$ cat config.mk
export PLATFORM = sky130hd
export DESIGN_NAME = input_buffer_nch_flat
export DESIGN_NICKNAME = d
export VERILOG_FILES = /design/src/rtl/input_buffer_nch_pkg.sv /design/src/rtl/input_buffer_nch_if.sv /design/src/rtl/input_buffer_nch_fifo_p1on.sv /design/src/rtl/input_buffer_nch.sv /design/src/flat_wrapper.sv
export SDC_FILE = /design/constraint.sdc
export NUM_CORES = 1
export LEC_CHECK = 0
export ABC_AREA = 1
export BUFFER_PORTS_ARGS = -buffer_cell sky130_fd_sc_hd__buf_2
export CAP_MARGIN = 20
export CORE_ASPECT_RATIO = 0.5
export CORE_MARGIN = 5
export CORE_UTILIZATION = 30
export DETAILED_ROUTE_END_ITERATION = 6
export PLACE_DENSITY = 0.55
export SETUP_SLACK_MARGIN = 0.1
export SLEW_MARGIN = 20
export SYNTH_ARGS = -nofsm -noshare
export SYNTH_HDL_FRONTEND = slang
export SYNTH_HIERARCHICAL = 1
export SYNTH_SLANG_ARGS = --single-unit
$ cat constraint.sdc
create_clock -name clk -period 3.9 [get_ports clk]
set_input_delay 0.78 -clock clk [delete_from_list [all_inputs] [get_ports clk]]
set_output_delay 0.78 -clock clk [all_outputs]
set_load 0.01 [all_outputs]
$ cat src/rtl/input_buffer_nch_pkg.sv
// Shared definitions for the per-channel activation input buffer.
package input_buffer_nch_pkg;

    localparam int DAT_WIDTH_DEF = 8;

    function automatic int clog2(input int value);
        int r;
        int v;
        r = 0;
        v = value - 1;
        while (v > 0) begin
            r++;
            v = v >> 1;
        end
        return r;
    endfunction

endpackage

$ cat src/rtl/input_buffer_nch_if.sv
// Write/read/status bundle between the activation loader and the input buffer.
interface input_buffer_nch_if
    import input_buffer_nch_pkg::*;
#(
    parameter int DAT_WIDTH     = DAT_WIDTH_DEF,
    parameter int NUM_CHANNEL   = 3,
    parameter int NUM_RDATA     = 3,
    parameter int FF_ADDR_WIDTH = 3
);
    logic                                        i_flush;
    logic [FF_ADDR_WIDTH:0]                      i_stride;
    logic [NUM_CHANNEL*DAT_WIDTH-1:0]            i_data;
    logic [NUM_CHANNEL-1:0]                      i_data_val;
    logic [NUM_CHANNEL-1:0]                      o_wr_ready;
    logic                                        i_data_req;
    logic                                        o_rd_ready;
    logic [NUM_CHANNEL*NUM_RDATA*DAT_WIDTH-1:0]  o_data;
    logic                                        o_data_val;
    logic [NUM_CHANNEL*(FF_ADDR_WIDTH+1)-1:0]    o_data_count;
    logic                                        o_overflow;
    logic                                        o_underflow;

    modport master (
        output i_flush, i_stride, i_data, i_data_val, i_data_req,
        input  o_wr_ready, o_rd_ready, o_data, o_data_val, o_data_count,
               o_overflow, o_underflow
    );

    modport slave (
        input  i_flush, i_stride, i_data, i_data_val, i_data_req,
        output o_wr_ready, o_rd_ready, o_data, o_data_val, o_data_count,
               o_overflow, o_underflow
    );

endinterface

$ cat src/rtl/input_buffer_nch_fifo_p1on.sv
// One channel: 1-in / NUM_RDATA-out circular buffer with stride pop and flush.
module fifo_p1on
    import input_buffer_nch_pkg::*;
#(
    parameter int DAT_WIDTH     = DAT_WIDTH_DEF,
    parameter int NUM_RDATA     = 3,
    parameter int FF_DEPTH      = 8,
    parameter int FF_ADDR_WIDTH = 3
) (
    input  logic                           clk,
    input  logic                           rst,
    input  logic                           flush,
    input  logic                           wr_en,
    input  logic [DAT_WIDTH-1:0]           wr_data,
    input  logic                           pop,
    input  logic [FF_ADDR_WIDTH:0]         stride,
    output logic [NUM_RDATA*DAT_WIDTH-1:0] window,
    output logic [FF_ADDR_WIDTH:0]         count,
    output logic                           wr_ready
);
    localparam int CW = FF_ADDR_WIDTH + 1;
    localparam logic [CW-1:0] FULL = CW'(FF_DEPTH);

    logic [DAT_WIDTH-1:0]     mem [FF_DEPTH];
    logic [FF_ADDR_WIDTH-1:0] wr_ptr;
    logic [FF_ADDR_WIDTH-1:0] rd_ptr;
    logic                     wr_acc;

    assign wr_ready = (count != FULL);
    assign wr_acc   = wr_en && wr_ready;

    always_ff @(posedge clk) begin
        if (rst || flush) begin
            wr_ptr <= '0;
            rd_ptr <= '0;
            count  <= '0;
        end else begin
            if (wr_acc) wr_ptr <= wr_ptr + 1'b1;
            // Power-of-two depth: pointer overflow is the wrap.
            if (pop) rd_ptr <= rd_ptr + stride[FF_ADDR_WIDTH-1:0];
            count <= count + CW'(wr_acc) - (pop ? stride : '0);
        end
    end

    always_ff @(posedge clk) begin
        if (wr_acc && !flush && !rst) mem[wr_ptr] <= wr_data;
    end

    always_comb begin
        window = '0;
        for (int k = 0; k < NUM_RDATA; k++) begin
            window[k*DAT_WIDTH +: DAT_WIDTH] = mem[rd_ptr + FF_ADDR_WIDTH'(k)];
        end
    end

endmodule

$ cat src/rtl/input_buffer_nch.sv
// Multi-channel activation input buffer: aligned sliding-window reads over per-channel FIFOs.
module input_buffer_nch
    import input_buffer_nch_pkg::*;
#(
    parameter int DAT_WIDTH     = DAT_WIDTH_DEF,
    parameter int NUM_CHANNEL   = 3,
    parameter int NUM_RDATA     = 3,
    parameter int FF_DEPTH      = 8,
    parameter int FF_ADDR_WIDTH = clog2(FF_DEPTH)
) (
    input  logic                clk,
    input  logic                rst,
    input_buffer_nch_if.slave   bus
);
    localparam int CW = FF_ADDR_WIDTH + 1;
    localparam int WW = NUM_RDATA * DAT_WIDTH;
    localparam logic [CW-1:0] RD_NEED = CW'(NUM_RDATA);

    function automatic logic [CW-1:0] sat_stride(input logic [CW-1:0] stride);
        if (stride == '0 || stride > RD_NEED) return RD_NEED;
        return stride;
    endfunction

    logic [CW-1:0]             count [NUM_CHANNEL];
    logic [NUM_CHANNEL-1:0]    wr_ready;
    logic [NUM_CHANNEL*WW-1:0] window_all;
    logic [CW-1:0]             stride_eff;
    logic                      rd_ready;
    logic                      pop_p0;
    logic [NUM_CHANNEL*WW-1:0] data_p1;
    logic                      vld_p1;
    logic                      overflow;
    logic                      underflow;

    always_comb begin
        rd_ready = 1'b1;
        for (int c = 0; c < NUM_CHANNEL; c++) begin
            if (count[c] < RD_NEED) rd_ready = 1'b0;
        end
    end

    assign stride_eff = sat_stride(bus.i_stride);
    assign pop_p0     = bus.i_data_req && rd_ready && !bus.i_flush;

    for (genvar c = 0; c < NUM_CHANNEL; c++) begin : g_ch
        fifo_p1on #(
            .DAT_WIDTH     (DAT_WIDTH),
            .NUM_RDATA     (NUM_RDATA),
            .FF_DEPTH      (FF_DEPTH),
            .FF_ADDR_WIDTH (FF_ADDR_WIDTH)
        ) u_fifo (
            .clk      (clk),
            .rst      (rst),
            .flush    (bus.i_flush),
            .wr_en    (bus.i_data_val[c]),
            .wr_data  (bus.i_data[c*DAT_WIDTH +: DAT_WIDTH]),
            .pop      (pop_p0),
            .stride   (stride_eff),
            .window   (window_all[c*WW +: WW]),
            .count    (count[c]),
            .wr_ready (wr_ready[c])
        );
        assign bus.o_data_count[c*CW +: CW] = count[c];
    end

    // Stage p0 -> p1: window capture and error flags
    always_ff @(posedge clk) begin
        if (rst) begin
            data_p1   <= '0;
            vld_p1    <= 1'b0;
            overflow  <= 1'b0;
            underflow <= 1'b0;
        end else begin
            vld_p1 <= pop_p0;
            if (pop_p0) data_p1 <= window_all;
            // A flush discards its cycle's traffic, so it cannot raise an error.
            if (!bus.i_flush) begin
                if (|(bus.i_data_val & ~wr_ready)) overflow <= 1'b1;
                if (bus.i_data_req && !rd_ready)   underflow <= 1'b1;
            end
        end
    end

    assign bus.o_wr_ready  = wr_ready;
    assign bus.o_rd_ready  = rd_ready;
    assign bus.o_data      = data_p1;
    assign bus.o_data_val  = vld_p1;
    assign bus.o_overflow  = overflow;
    assign bus.o_underflow = underflow;

endmodule

$ cat src/flat_wrapper.sv
// flat-port wrapper written by rule: the top's interface ports become plain ports
module input_buffer_nch_flat import input_buffer_nch_pkg::*;
#(
    parameter int DAT_WIDTH     = DAT_WIDTH_DEF,
    parameter int NUM_CHANNEL   = 3,
    parameter int NUM_RDATA     = 3,
    parameter int FF_DEPTH      = 8,
    parameter int FF_ADDR_WIDTH = clog2(FF_DEPTH)
)
  (clk, rst, bus_i_flush, bus_i_stride, bus_i_data, bus_i_data_val, bus_i_data_req, bus_o_wr_ready, bus_o_rd_ready, bus_o_data, bus_o_data_val, bus_o_data_count, bus_o_overflow, bus_o_underflow);
  input_buffer_nch_if #(.DAT_WIDTH(DAT_WIDTH), .NUM_CHANNEL(NUM_CHANNEL), .NUM_RDATA(NUM_RDATA), .FF_ADDR_WIDTH(FF_ADDR_WIDTH)) bus_i ();
  input  logic clk;
  input  logic rst;
  input wire logic [$bits(bus_i.i_flush)-1:0] bus_i_flush;
  input wire logic [$bits(bus_i.i_stride)-1:0] bus_i_stride;
  input wire logic [$bits(bus_i.i_data)-1:0] bus_i_data;
  input wire logic [$bits(bus_i.i_data_val)-1:0] bus_i_data_val;
  input wire logic [$bits(bus_i.i_data_req)-1:0] bus_i_data_req;
  output wire logic [$bits(bus_i.o_wr_ready)-1:0] bus_o_wr_ready;
  output wire logic [$bits(bus_i.o_rd_ready)-1:0] bus_o_rd_ready;
  output wire logic [$bits(bus_i.o_data)-1:0] bus_o_data;
  output wire logic [$bits(bus_i.o_data_val)-1:0] bus_o_data_val;
  output wire logic [$bits(bus_i.o_data_count)-1:0] bus_o_data_count;
  output wire logic [$bits(bus_i.o_overflow)-1:0] bus_o_overflow;
  output wire logic [$bits(bus_i.o_underflow)-1:0] bus_o_underflow;
  assign bus_i.i_flush = bus_i_flush;
  assign bus_i.i_stride = bus_i_stride;
  assign bus_i.i_data = bus_i_data;
  assign bus_i.i_data_val = bus_i_data_val;
  assign bus_i.i_data_req = bus_i_data_req;
  assign bus_o_wr_ready = bus_i.o_wr_ready;
  assign bus_o_rd_ready = bus_i.o_rd_ready;
  assign bus_o_data = bus_i.o_data;
  assign bus_o_data_val = bus_i.o_data_val;
  assign bus_o_data_count = bus_i.o_data_count;
  assign bus_o_overflow = bus_i.o_overflow;
  assign bus_o_underflow = bus_i.o_underflow;
  input_buffer_nch #(.DAT_WIDTH(DAT_WIDTH), .NUM_CHANNEL(NUM_CHANNEL), .NUM_RDATA(NUM_RDATA), .FF_DEPTH(FF_DEPTH), .FF_ADDR_WIDTH(FF_ADDR_WIDTH)) u_core (.clk(clk), .rst(rst), .bus(bus_i));
endmodule
After elaboration in Yosys (flattened, before gate mapping) --
Memories as Yosys holds them, arrays and structs flattened. A register that Yosys moved wholly into a read port is not among the register bits. Index checks and enable logic that the tools add are counted.
Storage, ports and cells: register bits after elaboration 33, bits in writable memories 192, bits of input ports 35, output and inout bits 91, word-level logic and storage cells 77, memories 3
Operators by class: add/subtract/negate cells 18, $lt $le $gt $ge 4, equality and inequality tests 3, mux-type cells 13, bitwise logic cells 3, reductions and logical operators 21
Memories:
- u_core.g_ch[0].u_fifo.mem | depth 8, width 8, rd ports 3, clocked after Yosys merged registers in 3, write ports 1, RTL line input_buffer_nch_fifo_p1on.sv:24 | logic [DAT_WIDTH-1:0] mem [FF_DEPTH];
- u_core.g_ch[1].u_fifo.mem | depth 8, width 8, rd ports 3, clocked after Yosys merged registers in 3, write ports 1, RTL line input_buffer_nch_fifo_p1on.sv:24
- u_core.g_ch[2].u_fifo.mem | depth 8, width 8, rd ports 3, clocked after Yosys merged registers in 3, write ports 1, RTL line input_buffer_nch_fifo_p1on.sv:24
Operators by type and width (count):
- $add 3x1->3 const B | 6
- $add 4x1->4 | 3
- $logic_and 1x1->1 | 12
- $lt 4x2->1 const B | 3
- $mux 4 | 3
- $ne 4x4->1 const B | 3
- $sub 4x4->4 | 3
- $mux 1 | 10
- $add 3x2->3 const B | 3
- $add 3x3->3 | 3
- $gt 4x2->1 const B | 1
- $logic_not 4->1 | 1
- $reduce_and 2->1 | 2
- $and 3x3->3 | 1
- $logic_not 1->1 | 3
- $not 3->3 | 1
- $reduce_or 3->1 | 1
- $logic_or 1x1->1 | 2
- $not 1->1 | 1

Logic depth before layout (Yosys ltp) --
Gate-level depths: netlist (run 1).
word-level depth 8, mapped depth 15, gate-level depth less buffers 14

By module --
Netlist (run 1), hierarchy kept.
Modules (own cells, without submodules):
- fifo_p1on at u_core.g_ch[2].u_fifo | instances 1, cells each 564, area each 4638.2 µm², seq. area each 2182.1 µm²
- fifo_p1on at u_core.g_ch[1].u_fifo | instances 1, cells each 565, area each 4635.7 µm², seq. area each 2182.1 µm²
- fifo_p1on at u_core.g_ch[0].u_fifo | instances 1, cells each 550, area each 4508.1 µm², seq. area each 2182.1 µm²
- input_buffer_nch | instances 1, cells each 496, area each 3385.7 µm², seq. area each 1501.4 µm²

Worst setup path after synthesis (run 1) --
OpenSTA, ideal clock, no wires.
kind input-to-reg, from input bus_i_flush, to register u_core.g_ch[0].u_fifo.count[1], library setup time 0.117 ns, data arrival time 2.411 ns, data required time 3.783 ns, path slack 1.371 ns, stages on the path 12, path buffers 1, cells stage by stage inv_1 -> nand2_2 -> nor2_8 -> buf_8 -> nand2_1 -> inv_1 -> ha_1 -> inv_1 -> ha_1 -> fa_1 -> inv_1 -> nor2_1
On the way: cells in the longest elaborated chain, start to end 4, elaborated cells on any way between the ends 5, classes of those cells 1 x add/sub; 1 x mux; 3 x reduce/logical
RTL lines:
- from (decl) | RTL line flat_wrapper.sv:14 | input wire logic [$bits(bus_i.i_flush)-1:0] bus_i_flush;
- $logic_not 1->1 | RTL line input_buffer_nch.sv:43 | assign pop_p0 = bus.i_data_req && rd_ready && !bus.i_flush;
- $logic_and 1x1->1 | RTL line input_buffer_nch.sv:43
- via u_core.pop_p0 | RTL line input_buffer_nch.sv:29 | logic pop_p0;
- $mux 4 | RTL line input_buffer_nch_fifo_p1on.sv:41 | count <= count + CW'(wr_acc) - (pop ? stride : '0);
- $sub 4x4->4 | RTL line input_buffer_nch_fifo_p1on.sv:41
- to (signal assigned) | RTL line input_buffer_nch_fifo_p1on.sv:41
- to (decl) | RTL line input_buffer_nch_fifo_p1on.sv:18 | output logic [FF_ADDR_WIDTH:0] count,
The timed path passes the listed nets, and every way through them passes these cells. A chain may end at the register's enable or synchronous reset.

Worst setup path in the final report (run 1) --
from register u_core.g_ch[0].u_fifo.count[0], to output bus_o_rd_ready
On the way: cells in the longest elaborated chain, start to end 4
RTL lines:
- $lt 4x2->1 | RTL line input_buffer_nch.sv:38 | if (count[c] < RD_NEED) rd_ready = 1'b0;
- $mux 1 (3 in series) | RTL line input_buffer_nch.sv:38
- to (decl) | RTL line flat_wrapper.sv:20 | output wire logic [$bits(bus_i.o_rd_ready)-1:0] bus_o_rd_ready;
No other way between the ends.

==> results.sh, run 1 <==
export IMPL_yosys_top_cells_count="648 x sky130_fd_sc_hd__nand2_1, 262 x sky130_fd_sc_hd__inv_1, 236 x sky130_fd_sc_hd__nor2_1"
export IMPL_drv_slew=0
export IMPL_classification_of_the_worst_slack_hold_path="reg -> reg"
export IMPL_placement_setup_worst_slack_ns=1.127
export IMPL_tns_ns=0
export IMPL_critPathMaxStageDelay_ns=0.54
export IMPL_crit_path_max_fanout=43
export IMPL_critical_path_reg2reg_endpoint="u_core/bus.o_data[61]$_SDFFE_PP0P_"
export IMPL_final_min_clock_period_ns=2.843
export IMPL_grt_first_pass_wirelength_mm=76.94
export IMPL_core_area_sq_um=57020
export IMPL_routed_wirelength_mm=50.27
export IMPL_cp_cell_instances="nand2_1 > nand2_2 > inv_1 > nor2_8 > buf_2"
export IMPL_postLayoutCellArea_sq_um=19520
export IMPL_cts_root_buf="sky130_fd_sc_hd__clkbuf_16"
export IMPL_dominant_combinational_cell_family_by_area_after_synthesis="simple AND/OR/NAND/NOR gates"
export IMPL_floorplan_die_height_um=179.2
export IMPL_timing_reg2reg_worst_path_depth=12
export IMPL_routed_wire_length_per_instance_um=16.41
export IMPL_placed_wire_length_estimate_after_detailed_placement_mm=33.70
export IMPL_yosysWarnings=6
export IMPL_synth_most_common_cell="sky130_fd_sc_hd__nand2_1"
export IMPL_setup_worst_path_class="reg -> out"
export IMPL_worst_ir_drop_vdd_mv=0.2007
export IMPL_fp_dieArea_sq_um=62400
export IMPL_drcViolationCount=0
export IMPL_net_switching_power_of_the_design_mw=1.491
export IMPL_placement_rows=62
export IMPL_num_vias=14450
export IMPL_fp_dieW_um=348.3
export IMPL_drt_iter0_drc=1183
export IMPL_post_synth_cell_area_avg_sq_um=7.893
export IMPL_critical_path_slowest_cell="sky130_fd_sc_hd__nor2_8"
export IMPL_synthTopCellsByArea="sky130_fd_sc_hd__edfxtp_1 34%, sky130_fd_sc_hd__nand2_1 14%, sky130_fd_sc_hd__dfxtp_1 13%"
export IMPL_static_leakage_power_nw=8.415
export IMPL_drv_cap=0
export IMPL_dr_pass1_iters=6
export IMPL_cts_repair_resized=0
export IMPL_terminating_pin_of_the_worst_hold_path="u_core/bus.o_data[9]$_SDFFE_PP0P_"
export IMPL_tritoncts_num_buffers=34
export IMPL_initial_core_util_pct=30.11
export IMPL_post_dp_cell_area_sq_um=18350
export IMPL_worstSkewPairLatency_ns=0.53
export IMPL_placed_cells=3004
export IMPL_tritoncts="yes"
export IMPL_timing_hold_violations_final=0
export IMPL_post_cts_buffers=0
export IMPL_synthDominantAreaCellType="sky130_fd_sc_hd__edfxtp_1"
export IMPL_p_comb_share_pct=3.0
export IMPL_power_clock_fraction_pct=47.9
export IMPL_first_global_vias=13210
export IMPL_grt_ovfl_total=0
export IMPL_rsz0062_at_grt="false"
export IMPL_endpoint_kind="output port"
export IMPL_cellInternalPower_mw=5.561
export IMPL_cp_top_family="simple AND/OR/NAND/NOR gates"
export IMPL_worst_r2r_startpoint="u_core/g_ch[2].u_fifo/rd_ptr[0]$_SDFFE_PP0P_"
export IMPL_compound_gate_fraction_of_synth_area_pct=15.73
export IMPL_io_buffer_count=125
export IMPL_layout_nets=2340
export IMPL_synth_top_area_share_pct=33.58
export IMPL_final_layout_size_suffix_gt1_share_pct=12.50
export IMPL_yosysUniqueCellTypes=32
export IMPL_max_freq_mhz=351.7
export IMPL_yosys_area_share_simple_pct=23.57
export IMPL_min_delay_start="u_core/bus.o_data[9]$_SDFFE_PP0P_"
export IMPL_clk_pin_slew_worst_paths_ns=0.06
export IMPL_holdWs_ns=0.4747
export IMPL_floorplan_io_pins=126
export IMPL_switching_share_pct=21.15
export IMPL_xor_and_xnor_area_share_after_synthesis_pct=0.5685
export IMPL_grt_max_degree=91
export IMPL_hold_path_cell_count=2
export IMPL_num_antenna_cells=0
export IMPL_synthCells=2175
export IMPL_flow_area_growth_from_synthesis_pct=13.68
export IMPL_detail_route_antenna_nets=0
export IMPL_critical_path_arrival_ns=2.06
export IMPL_finClkSkew_ns=0.02862
export IMPL_post_layout_total_power_mw=7.052
export IMPL_timing_worst_slew_pin_value_ns=1.105
export IMPL_number_of_synthesized_flops_with_an_enable_pin=192
export IMPL_final_cell_count_no_fill=3064
export IMPL_critical_path_required_time_ns=3.12
export IMPL_reg2reg_setup_slack_ns=1.31
export IMPL_report_final_setup_viol=0
export IMPL_yosys_most_used_dff="sky130_fd_sc_hd__edfxtp_1"
export IMPL_synth_seq_cells=306
export IMPL_worst_path_buf_inv=2
export IMPL_cts_htree_levels=2
export IMPL_post_synth_adder_cell_area_pct=2.667
export IMPL_routed_via_density=4.716
export IMPL_clkSinkCount=306
export IMPL_critical_path_depth=5
export IMPL_status="finished, final reports clean"
export IMPL_final_critical_path_setup_slack_ns=1.057
export IMPL_gp_routability_congestion=0.8007
export IMPL_postCtsHoldBufs=0
export IMPL_critPathLaunchType="flip-flop"
export IMPL_pwr_density_cell_nw_per_um2=361.3
export IMPL_grt_antenna_before_repair=1
export IMPL_synth_sequential_area_ratio_pct=46.88
export IMPL_slew_headroom_pct=26.33
export IMPL_final_core_util_pct=34.23
export IMPL_ys_async_sr_fraction_pct=0
export IMPL_max_clock_path_buffers=3
export IMPL_netlist_area_sq_um=17170
export IMPL_power_frac_seq_pct=49.1
export IMPL_layout_worst_path_cycle_share_pct=72.90
export IMPL_synth_mux_area_fraction_pct=0
export IMPL_grt_util_all_layers_pct=15.60
placed cells by master (no fill, tap or decap), types with 9 or more instances in the layout:
master                      instances
sky130_fd_sc_hd__o211ai_1         129
sky130_fd_sc_hd__ha_1              27
sky130_fd_sc_hd__nand2_1          648
sky130_fd_sc_hd__clkbuf_8           9
sky130_fd_sc_hd__edfxtp_1         192
sky130_fd_sc_hd__nor2_1           236
sky130_fd_sc_hd__dfxtp_1          108
sky130_fd_sc_hd__nand3_1          101
sky130_fd_sc_hd__buf_4             45
sky130_fd_sc_hd__a21oi_1          135
sky130_fd_sc_hd__inv_1            262
sky130_fd_sc_hd__nand2_2            9
sky130_fd_sc_hd__o21ai_1           18
sky130_fd_sc_hd__conb_1            12
sky130_fd_sc_hd__o211ai_2          32
sky130_fd_sc_hd__clkbuf_16         34
sky130_fd_sc_hd__o21ai_0          113
sky130_fd_sc_hd__nor3_1             9
sky130_fd_sc_hd__buf_2            125
worst max-delay path by stage:
stage                                                         start                                         to  slack, ns
after detailed placement                            bus_i_stride[2]  u_core/g_ch[2].u_fifo/count[2]$_SDFF_PP0_       1.13
after CTS                 u_core/g_ch[0].u_fifo/count[0]$_SDFF_PP0_                             bus_o_rd_ready       0.98
after floorplan                                         bus_i_flush  u_core/g_ch[0].u_fifo/count[1]$_SDFF_PP0_       1.37
after global routing      u_core/g_ch[0].u_fifo/count[0]$_SDFF_PP0_                             bus_o_rd_ready       0.89
after global placement                              bus_i_stride[2]  u_core/g_ch[2].u_fifo/count[2]$_SDFF_PP0_       1.14
final                     u_core/g_ch[0].u_fifo/count[0]$_SDFF_PP0_                             bus_o_rd_ready       1.06
cell families after synthesis:
kind of cell               Yosys count
xor gates and xnor gates             6
and+or+nand+nor                   1014
AOI/OAI and AO/OA                  427
DFF                                306
buffers and inverters              388
other                                1
adders and majority gates           33
registers in the layout (all words and copies together) (netlist names), named ones only:
register / count
u_core/bus.o_data: 72
u_core/bus.o_data_val: 1
u_core/bus.o_overflow: 1
u_core/bus.o_underflow: 1
u_core/g_ch.u_fifo/count: 12
u_core/g_ch.u_fifo/mem: 192
u_core/g_ch.u_fifo/rd_ptr: 9
u_core/g_ch.u_fifo/wr_ptr: 9
metal layers:
metal	wire length [um]	global-route usage (%)
met2	23480	26.40
met3	2813	2.497
met4	895	3.714
met1	23080	21.06
met5	11	0
worst min-delay path, delay by kind of cell (launching register included):
kind	cells	cell delay, ns
flip-flops	1	0.32
AND/OR/NAND/NOR	2	0.12
area by class of cell:
type / count / area (sq um)
Multi-Input combinational cell: 1492 / 7347
Tap cell: 768 / 960.9
Clock buffer: 51 / 1006
Sequential cell: 306 / 8060
Timing Repair Buffer: 171 / 983.4
Fill cell: 6026 / 37500
Clock inverter: 9 / 156.4
Inverter: 267 / 1002
power by group through the flow:
stage | logic, mW | clock network, mW | registers (mW)
4_1_cts | 0.213 | 3.48 | 3.46
3_5_place_dp | 0.213 | 0 | 3.54
6_report | 0.209 | 3.38 | 3.46
3_3_place_gp | 0.209 | 0 | 3.53
2_1_floorplan | 0.110 | 0 | 3.53
5_1_grt | 0.238 | 3.60 | 3.46
(Power assumes the default switching activity.)
==> run 2: changes to the inputs <==
--- a/config.mk
+++ b/config.mk
@@ -5,14 +5,14 @@
 export SDC_FILE = /design/constraint.sdc
 export NUM_CORES = 1
 export LEC_CHECK = 0
-export ABC_AREA = 1
+export ABC_AREA = 0
 export BUFFER_PORTS_ARGS = -buffer_cell sky130_fd_sc_hd__buf_2
 export CAP_MARGIN = 20
 export CORE_ASPECT_RATIO = 0.5
 export CORE_MARGIN = 5
 export CORE_UTILIZATION = 30
 export DETAILED_ROUTE_END_ITERATION = 6
-export PLACE_DENSITY = 0.55
+export PLACE_DENSITY = 0.57
 export SETUP_SLACK_MARGIN = 0.1
 export SLEW_MARGIN = 20
 export SYNTH_ARGS = -nofsm -noshare
==> constraint.sdc (replaced) <==
create_clock -name clk -period 2.4 [get_ports clk]
set_input_delay 0.48 -clock clk [delete_from_list [all_inputs] [get_ports clk]]
set_output_delay 0.48 -clock clk [all_outputs]
set_load 0.01 [all_outputs]
==> results.sh, run 2 <==
export IMPL_max_freq_mhz=446.4
export IMPL_worst_ir_drop_vdd_mv=0.4563
export IMPL_net_switching_power_of_the_design_mw=2.271
export IMPL_power_clock_fraction_pct=45.5
export IMPL_yosys_top_cells_count="192 x sky130_fd_sc_hd__edfxtp_1, 156 x sky130_fd_sc_hd__nand2b_1, 114 x sky130_fd_sc_hd__dfxtp_1"
export IMPL_post_synth_cell_area_avg_sq_um=14.75
export IMPL_detail_route_antenna_nets=0
export IMPL_min_delay_start="bus_i_data[13]"
export IMPL_critical_path_slowest_cell="sky130_fd_sc_hd__fa_2"
export IMPL_drv_cap=0
export IMPL_final_critical_path_setup_slack_ns=0.1599
export IMPL_worst_r2r_startpoint="u_core/g_ch[1].u_fifo/count[0]$_SDFF_PP0_"
export IMPL_tritoncts_num_buffers=30
export IMPL_tritoncts="yes"
export IMPL_classification_of_the_worst_slack_hold_path="in -> reg"
export IMPL_drv_slew=0
export IMPL_timing_reg2reg_worst_path_depth=9
export IMPL_pwr_density_cell_nw_per_um2=578.8
export IMPL_crit_path_max_fanout=14
export IMPL_mostFrequentLayoutCells="192 x sky130_fd_sc_hd__edfxtp_1, 156 x sky130_fd_sc_hd__nand2b_1, 124 x sky130_fd_sc_hd__buf_2"
export IMPL_routed_wire_length_per_instance_um=19.61
export IMPL_layout_nets=1328
export IMPL_synth_sequential_area_ratio_pct=49.78
export IMPL_timing_worst_slew_pin_value_ns=1.048
export IMPL_grt_antenna_before_repair=5
export IMPL_fp_dieW_um=338.3
export IMPL_synth_top_area_share_pct=35.66
export IMPL_synth_seq_cells=306
export IMPL_grt_max_degree=84
export IMPL_critical_path_top_cell_by_count="sky130_fd_sc_hd__ha_4"
export IMPL_number_of_synthesized_flops_with_an_enable_pin=192
export IMPL_final_common_cell="sky130_fd_sc_hd__edfxtp_1"
export IMPL_worstSkewPairLatency_ns=0.57
export IMPL_yosysUniqueCellTypes=49
export IMPL_yosysWarnings=6
export IMPL_rsz0062_at_grt="false"
export IMPL_endpoint_kind="flip-flop"
export IMPL_initial_core_util_pct=30.21
export IMPL_clkSinkCount=306
export IMPL_final_layout_size_suffix_gt1_share_pct=34.58
export IMPL_post_cts_buffers=0
export IMPL_layout_worst_path_cycle_share_pct=93.34
export IMPL_dr_pass1_iters=5
export IMPL_placement_setup_worst_slack_ns=-0.02228
export IMPL_critPathMaxStageDelay_ns=0.52
export IMPL_max_clock_path_buffers=3
export IMPL_holdWs_ns=0.1778
export IMPL_ys_async_sr_fraction_pct=0
export IMPL_yosys_most_used_dff="sky130_fd_sc_hd__edfxtp_1"
export IMPL_max_flop_register="u_core/g_ch.u_fifo/mem"
export IMPL_finClkSkew_ns=0.01112
export IMPL_grt_ovfl_total=0
export IMPL_synth_most_common_cell="sky130_fd_sc_hd__edfxtp_1"
export IMPL_largest_register_ff_count=192
export IMPL_switching_share_pct=20.72
export IMPL_post_dp_cell_area_sq_um=17860
export IMPL_cellInternalPower_mw=8.691
export IMPL_power_frac_seq_pct=51.4
export IMPL_floorplan_die_height_um=174.2
export IMPL_terminating_pin_of_the_worst_hold_path="u_core/g_ch[1].u_fifo/mem[3][5]$_DFFE_PP_"
export IMPL_grt_first_pass_wirelength_mm=60.83
export IMPL_cts_root_buf="sky130_fd_sc_hd__clkbuf_16"
export IMPL_routed_via_density=4.939
export IMPL_post_layout_total_power_mw=10.96
export IMPL_critical_path_reg2reg_endpoint="u_core/g_ch[1].u_fifo/count[1]$_SDFF_PP0_"
export IMPL_num_vias=9873
export IMPL_postCtsHoldBufs=0
export IMPL_routed_wirelength_mm=39.20
export IMPL_critical_path_required_time_ns=2.91
export IMPL_status="finished, final reports clean"
export IMPL_critical_path_arrival_ns=2.75
export IMPL_reg2reg_setup_slack_ns=0.16
export IMPL_slew_headroom_pct=29.90
export IMPL_netlist_area_sq_um=16170
export IMPL_final_core_util_pct=35.38
export IMPL_grt_util_all_layers_pct=12.91
export IMPL_final_min_clock_period_ns=2.240
export IMPL_synthDominantAreaCellType="sky130_fd_sc_hd__edfxtp_1"
export IMPL_placed_wire_length_estimate_after_detailed_placement_mm=27.29
export IMPL_cts_htree_levels=1
export IMPL_postLayoutCellArea_sq_um=18940
export IMPL_io_buffer_count=125
export IMPL_hold_path_cell_count=1
export IMPL_static_leakage_power_nw=7.037
export IMPL_placement_rows=60
export IMPL_report_final_setup_viol=0
export IMPL_gp_routability_congestion=0.8053
export IMPL_setup_worst_path_class="reg -> reg"
export IMPL_synthTopCellsByArea="sky130_fd_sc_hd__edfxtp_1 36%, sky130_fd_sc_hd__dfxtp_1 14%, sky130_fd_sc_hd__mux4_1 8.8%"
export IMPL_cts_repair_resized=0
export IMPL_drcViolationCount=0
export IMPL_first_global_vias=10400
export IMPL_cp_cell_instances="a211o_1 > nand4_4 > inv_6 > and2_4 > ha_4 > inv_2 > ha_4 > fa_2 > and2_1"
export IMPL_flow_area_growth_from_synthesis_pct=17.13
export IMPL_synthCells=1096
export IMPL_floorplan_io_pins=126
export IMPL_fp_dieArea_sq_um=58920
export IMPL_critPathLaunchType="flip-flop"
export IMPL_drt_iter0_drc=544
export IMPL_core_area_sq_um=53530
export IMPL_clk_pin_slew_worst_paths_ns=0.07
export IMPL_p_comb_share_pct=3.1
export IMPL_timing_hold_violations_final=0
-- run 2: cell type report --
cell class,instances,area (sq um)
antenna,2,5.005
clock buffer,42,930.9
clock inverter,14,137.6
fill,5069,34590
inverter,20,80.08
multi-input combinational,704,7617
sequential,306,8060
tap,713,892.1
timing repair buffer,198,1214
-- run 2: logic make-up (layout without fill, tap and decap cells) --
logic type / Yosys count / count (layout) / share of synthesized area, %
XOR/XNOR: 15 / 15 / 0.8126
adder cells (fa/ha/maj): 33 / 33 / 2.832
AND/OR/NAND/NOR: 275 / 275 / 9.851
buffers and inverters: 94 / 274 / 4.032
other: 1 / 11 / 0.02319
multiplexers: 297 / 297 / 29.53
AO/OA/AOI/OAI: 75 / 75 / 3.142
flip-flops: 306 / 306 / 49.78
-- run 2: power groups by stage --
stage	clock [mW]	combinational (mW)	sequential [mW]
global route	5.36	0.373	5.63
CTS	5.13	0.344	5.63
global placement	0	0.330	5.74
finish	4.99	0.338	5.63
detailed placement	0	0.342	5.75
floorplan	0	0.185	5.74
-- run 2: critical path, delay by kind of cell (launching register included) --
kind                       cells  cell delay [ns]
adders and majority gates      3             0.92
AOI/OAI and AO/OA              1             0.35
buffers and inverters          2             0.11
and+or+nand+nor                3             0.43
DFF                            1             0.37
-- run 2: worst max-delay path by stage --
stage               slack (ns)  cells after the start                                       from                                         to
global route              0.10                     10  u_core/g_ch[1].u_fifo/count[0]$_SDFF_PP0_  u_core/g_ch[0].u_fifo/count[2]$_SDFF_PP0_
detailed placement       -0.02                      9                            bus_i_stride[2]  u_core/g_ch[1].u_fifo/count[1]$_SDFF_PP0_
floorplan                -0.09                     12  u_core/g_ch[2].u_fifo/count[0]$_SDFF_PP0_  u_core/g_ch[0].u_fifo/count[1]$_SDFF_PP0_
CTS                       0.12                      9  u_core/g_ch[1].u_fifo/count[1]$_SDFF_PP0_  u_core/g_ch[1].u_fifo/count[1]$_SDFF_PP0_
global placement          0.03                      9                            bus_i_stride[2]  u_core/g_ch[0].u_fifo/count[1]$_SDFF_PP0_
finish                    0.16                      9  u_core/g_ch[1].u_fifo/count[0]$_SDFF_PP0_  u_core/g_ch[1].u_fifo/count[1]$_SDFF_PP0_
-- run 2: through the flow --
| step | cells | setup TNS (ns) |
|---|---|---|
| after floorplan | 1104 | -0.4642 |
| after global routing | 1999 | 0 |
| final | 1999 | 0 |
| after CTS | 1997 | 0 |
| after global placement | 1941 | 0 |
| after detailed placement | 1941 | -0.04780 |
-- run 2: per-layer routing --
metal / track usage (%) / vias to the layer above / share of wire, %
met5: 0 / - / 0.10
met4: 3.108 / 6 / 2.0
met3: 2.053 / 62 / 3.9
met2: 24.45 / 187 / 53
met1: 15.38 / 5070 / 41
li1: - / 4548 / -
==> run 3: changes to the inputs <==
--- a/config.mk
+++ b/config.mk
@@ -12,7 +12,7 @@
 export CORE_MARGIN = 5
 export CORE_UTILIZATION = 30
 export DETAILED_ROUTE_END_ITERATION = 6
-export PLACE_DENSITY = 0.57
+export PLACE_DENSITY = 0.56
 export SETUP_SLACK_MARGIN = 0.1
 export SLEW_MARGIN = 20
 export SYNTH_ARGS = -nofsm -noshare
==> constraint.sdc (replaced) <==
create_clock -name clk -period 2.2 [get_ports clk]
set_input_delay 0.44 -clock clk [delete_from_list [all_inputs] [get_ports clk]]
set_output_delay 0.44 -clock clk [all_outputs]
set_load 0.01 [all_outputs]
==> results.sh, run 3 (synthesized netlist as in run 2, its figures left out) <==
export IMPL_status="finished, final reports clean"
export IMPL_critPathMaxStageDelay_ns=0.38
export IMPL_global_route_usage_met1_pct=14.83
export IMPL_drt_iter0_drc=597
export IMPL_clkSinkCount=306
export IMPL_grt_ovfl_total=0
export IMPL_final_min_clock_period_ns=2.181
export IMPL_pwr_density_cell_nw_per_um2=605.7
export IMPL_worst_r2r_startpoint="u_core/g_ch[1].u_fifo/count[0]$_SDFF_PP0_"
export IMPL_final_core_util_pct=36.19
export IMPL_worst_path_buf_inv=2
export IMPL_core_area_sq_um=53530
export IMPL_floorplan_die_height_um=174.2
export IMPL_p_comb_share_pct=3.4
export IMPL_cp_top_family="adder cells"
export IMPL_routed_wire_length_per_instance_um=19.36
export IMPL_routed_wirelength_mm=39.38
export IMPL_crit_path_max_fanout=7
export IMPL_mostFrequentLayoutCells="192 x sky130_fd_sc_hd__edfxtp_1, 156 x sky130_fd_sc_hd__nand2b_1, 122 x sky130_fd_sc_hd__buf_2"
export IMPL_holdWs_ns=0.1375
export IMPL_detail_route_antenna_nets=0
export IMPL_min_delay_start="bus_i_data[19]"
export IMPL_first_global_vias=10590
export IMPL_final_common_cell="sky130_fd_sc_hd__edfxtp_1"
export IMPL_tritoncts_num_buffers=30
export IMPL_timing_worst_slew_pin_value_ns=0.7899
export IMPL_post_dp_cell_area_sq_um=18120
export IMPL_layout_worst_path_cycle_share_pct=99.14
export IMPL_grt_antenna_before_repair=3
export IMPL_setup_worst_path_class="reg -> reg"
export IMPL_dr_pass1_iters=5
export IMPL_power_frac_seq_pct=52.3
export IMPL_cellInternalPower_mw=9.310
export IMPL_grt_util_all_layers_pct=12.93
export IMPL_drv_cap=0
export IMPL_endpoint_kind="flip-flop"
export IMPL_postLayoutCellArea_sq_um=19370
export IMPL_grt_max_degree=102
export IMPL_grt_first_pass_wirelength_mm=60.64
export IMPL_fp_dieArea_sq_um=58920
export IMPL_critical_path_slowest_cell="sky130_fd_sc_hd__fa_2"
export IMPL_rsz0062_at_grt="true"
export IMPL_multi_input_area_sq_um=7736
export IMPL_critical_path_required_time_ns=2.70
export IMPL_cp_cell_instances="a211o_1 > nand4_4 > inv_6 > and2_4 > ha_4 > inv_2 > ha_4 > fa_2 > xnor2_2 > nor2_1"
export IMPL_net_switching_power_of_the_design_mw=2.423
export IMPL_report_final_setup_viol=0
export IMPL_max_freq_mhz=458.5
export IMPL_layout_nets=1364
export IMPL_largest_register_ff_count=192
export IMPL_floorplan_io_pins=126
export IMPL_critPathLaunchType="flip-flop"
export IMPL_power_clock_fraction_pct=44.3
export IMPL_num_vias=10000
export IMPL_cts_htree_levels=1
export IMPL_gp_routability_congestion=0.8121
export IMPL_final_layout_size_suffix_gt1_share_pct=37.65
export IMPL_static_leakage_power_nw=7.231
export IMPL_max_flop_register="u_core/g_ch.u_fifo/mem"
export IMPL_fp_dieW_um=338.3
export IMPL_groute_layer_met3_usage_pct=1.955
export IMPL_timing_hold_violations_final=0
export IMPL_slew_headroom_pct=47.34
export IMPL_clk_pin_slew_worst_paths_ns=0.07
export IMPL_placed_wire_length_estimate_after_detailed_placement_mm=27.86
export IMPL_register_area_sq_um=8069
export IMPL_finClkSkew_ns=0.009265
export IMPL_io_buffer_count=125
export IMPL_globalRoute_busiestLayer="met2"
export IMPL_flow_area_growth_from_synthesis_pct=19.81
export IMPL_worstSkewPairLatency_ns=0.56
export IMPL_critical_path_arrival_ns=2.68
export IMPL_critical_path_top_cell_by_count="sky130_fd_sc_hd__ha_4"
export IMPL_postCtsHoldBufs=0
export IMPL_drv_slew=0
export IMPL_cts_root_buf="sky130_fd_sc_hd__clkbuf_16"
export IMPL_tritoncts="yes"
export IMPL_initial_core_util_pct=30.21
export IMPL_worst_setup_path_startpoint="u_core/g_ch[1].u_fifo/count[0]$_SDFF_PP0_"
export IMPL_worst_ir_drop_vdd_mv=0.4147
export IMPL_drcViolationCount=0
export IMPL_gr_usage_met2_pct=24.98
export IMPL_classification_of_the_worst_slack_hold_path="in -> reg"
export IMPL_max_clock_path_buffers=3
export IMPL_fillerInstances=5057
export IMPL_routed_via_density=4.917
export IMPL_tns_ns=0
export IMPL_placement_rows=60
export IMPL_switching_share_pct=20.65
## run 3: layout make-up
cell class	instances	area share (%)
multi-input cells	704	39.94
flip-flops and latches	306	41.65
clock inverters	17	0.8914
clock buffers	39	4.263
well taps	713	4.605
inverters	20	0.4263
repair buffers	234	8.210
diodes	1	0.01292
## run 3: worst paths after layout
path                                                                   to  slack [ns]  depth (start not counted)
worst min register to register         u_core/bus.o_data[31]$_SDFFE_PP0P_        0.47                          2
worst max register to register  u_core/g_ch[1].u_fifo/count[2]$_SDFF_PP0_        0.02                         10
worst min-delay path            u_core/g_ch[2].u_fifo/mem[1][3]$_DFFE_PP_        0.14                          1
worst max-delay path            u_core/g_ch[1].u_fifo/count[2]$_SDFF_PP0_        0.02                         10
## run 3: power groups by stage
stage | clock network (mW) | logic, mW | registers, mW
2_1_floorplan | 0 | 0.202 | 6.27
3_3_place_gp | 0 | 0.368 | 6.26
3_5_place_dp | 0 | 0.385 | 6.27
4_1_cts | 5.33 | 0.393 | 6.14
5_1_grt | 5.61 | 0.438 | 6.14
6_report | 5.19 | 0.400 | 6.14
## run 3: layer usage
| metal | vias to the layer above | wire length (um) |
|---|---|---|
| li1 | 4633 | - |
| met1 | 5102 | 15570 |
| met2 | 191 | 21390 |
| met3 | 71 | 1325 |
| met4 | 4 | 1070 |
| met5 | - | 27 |
## run 3: repair_timing
item / CTS / global route
pin swaps: 8 / 5
setup buffers: 6 / 2
setup endpoints to repair: 11 / 47
cloned: 0 / 1
resized for setup: 11 / 24
## run 3: stage by stage
| step | setup slack (ns) | cells | power, mW |
|---|---|---|---|
| after floorplan | -0.2940 | 1104 | 6.469 |
| after global placement | -0.1503 | 1968 | 6.630 |
| after detailed placement | -0.1963 | 1968 | 6.650 |
| after CTS | 0.03011 | 2030 | 11.87 |
| after global routing | -0.05054 | 2034 | 12.18 |
| final | 0.01896 | 2034 | 11.73 |
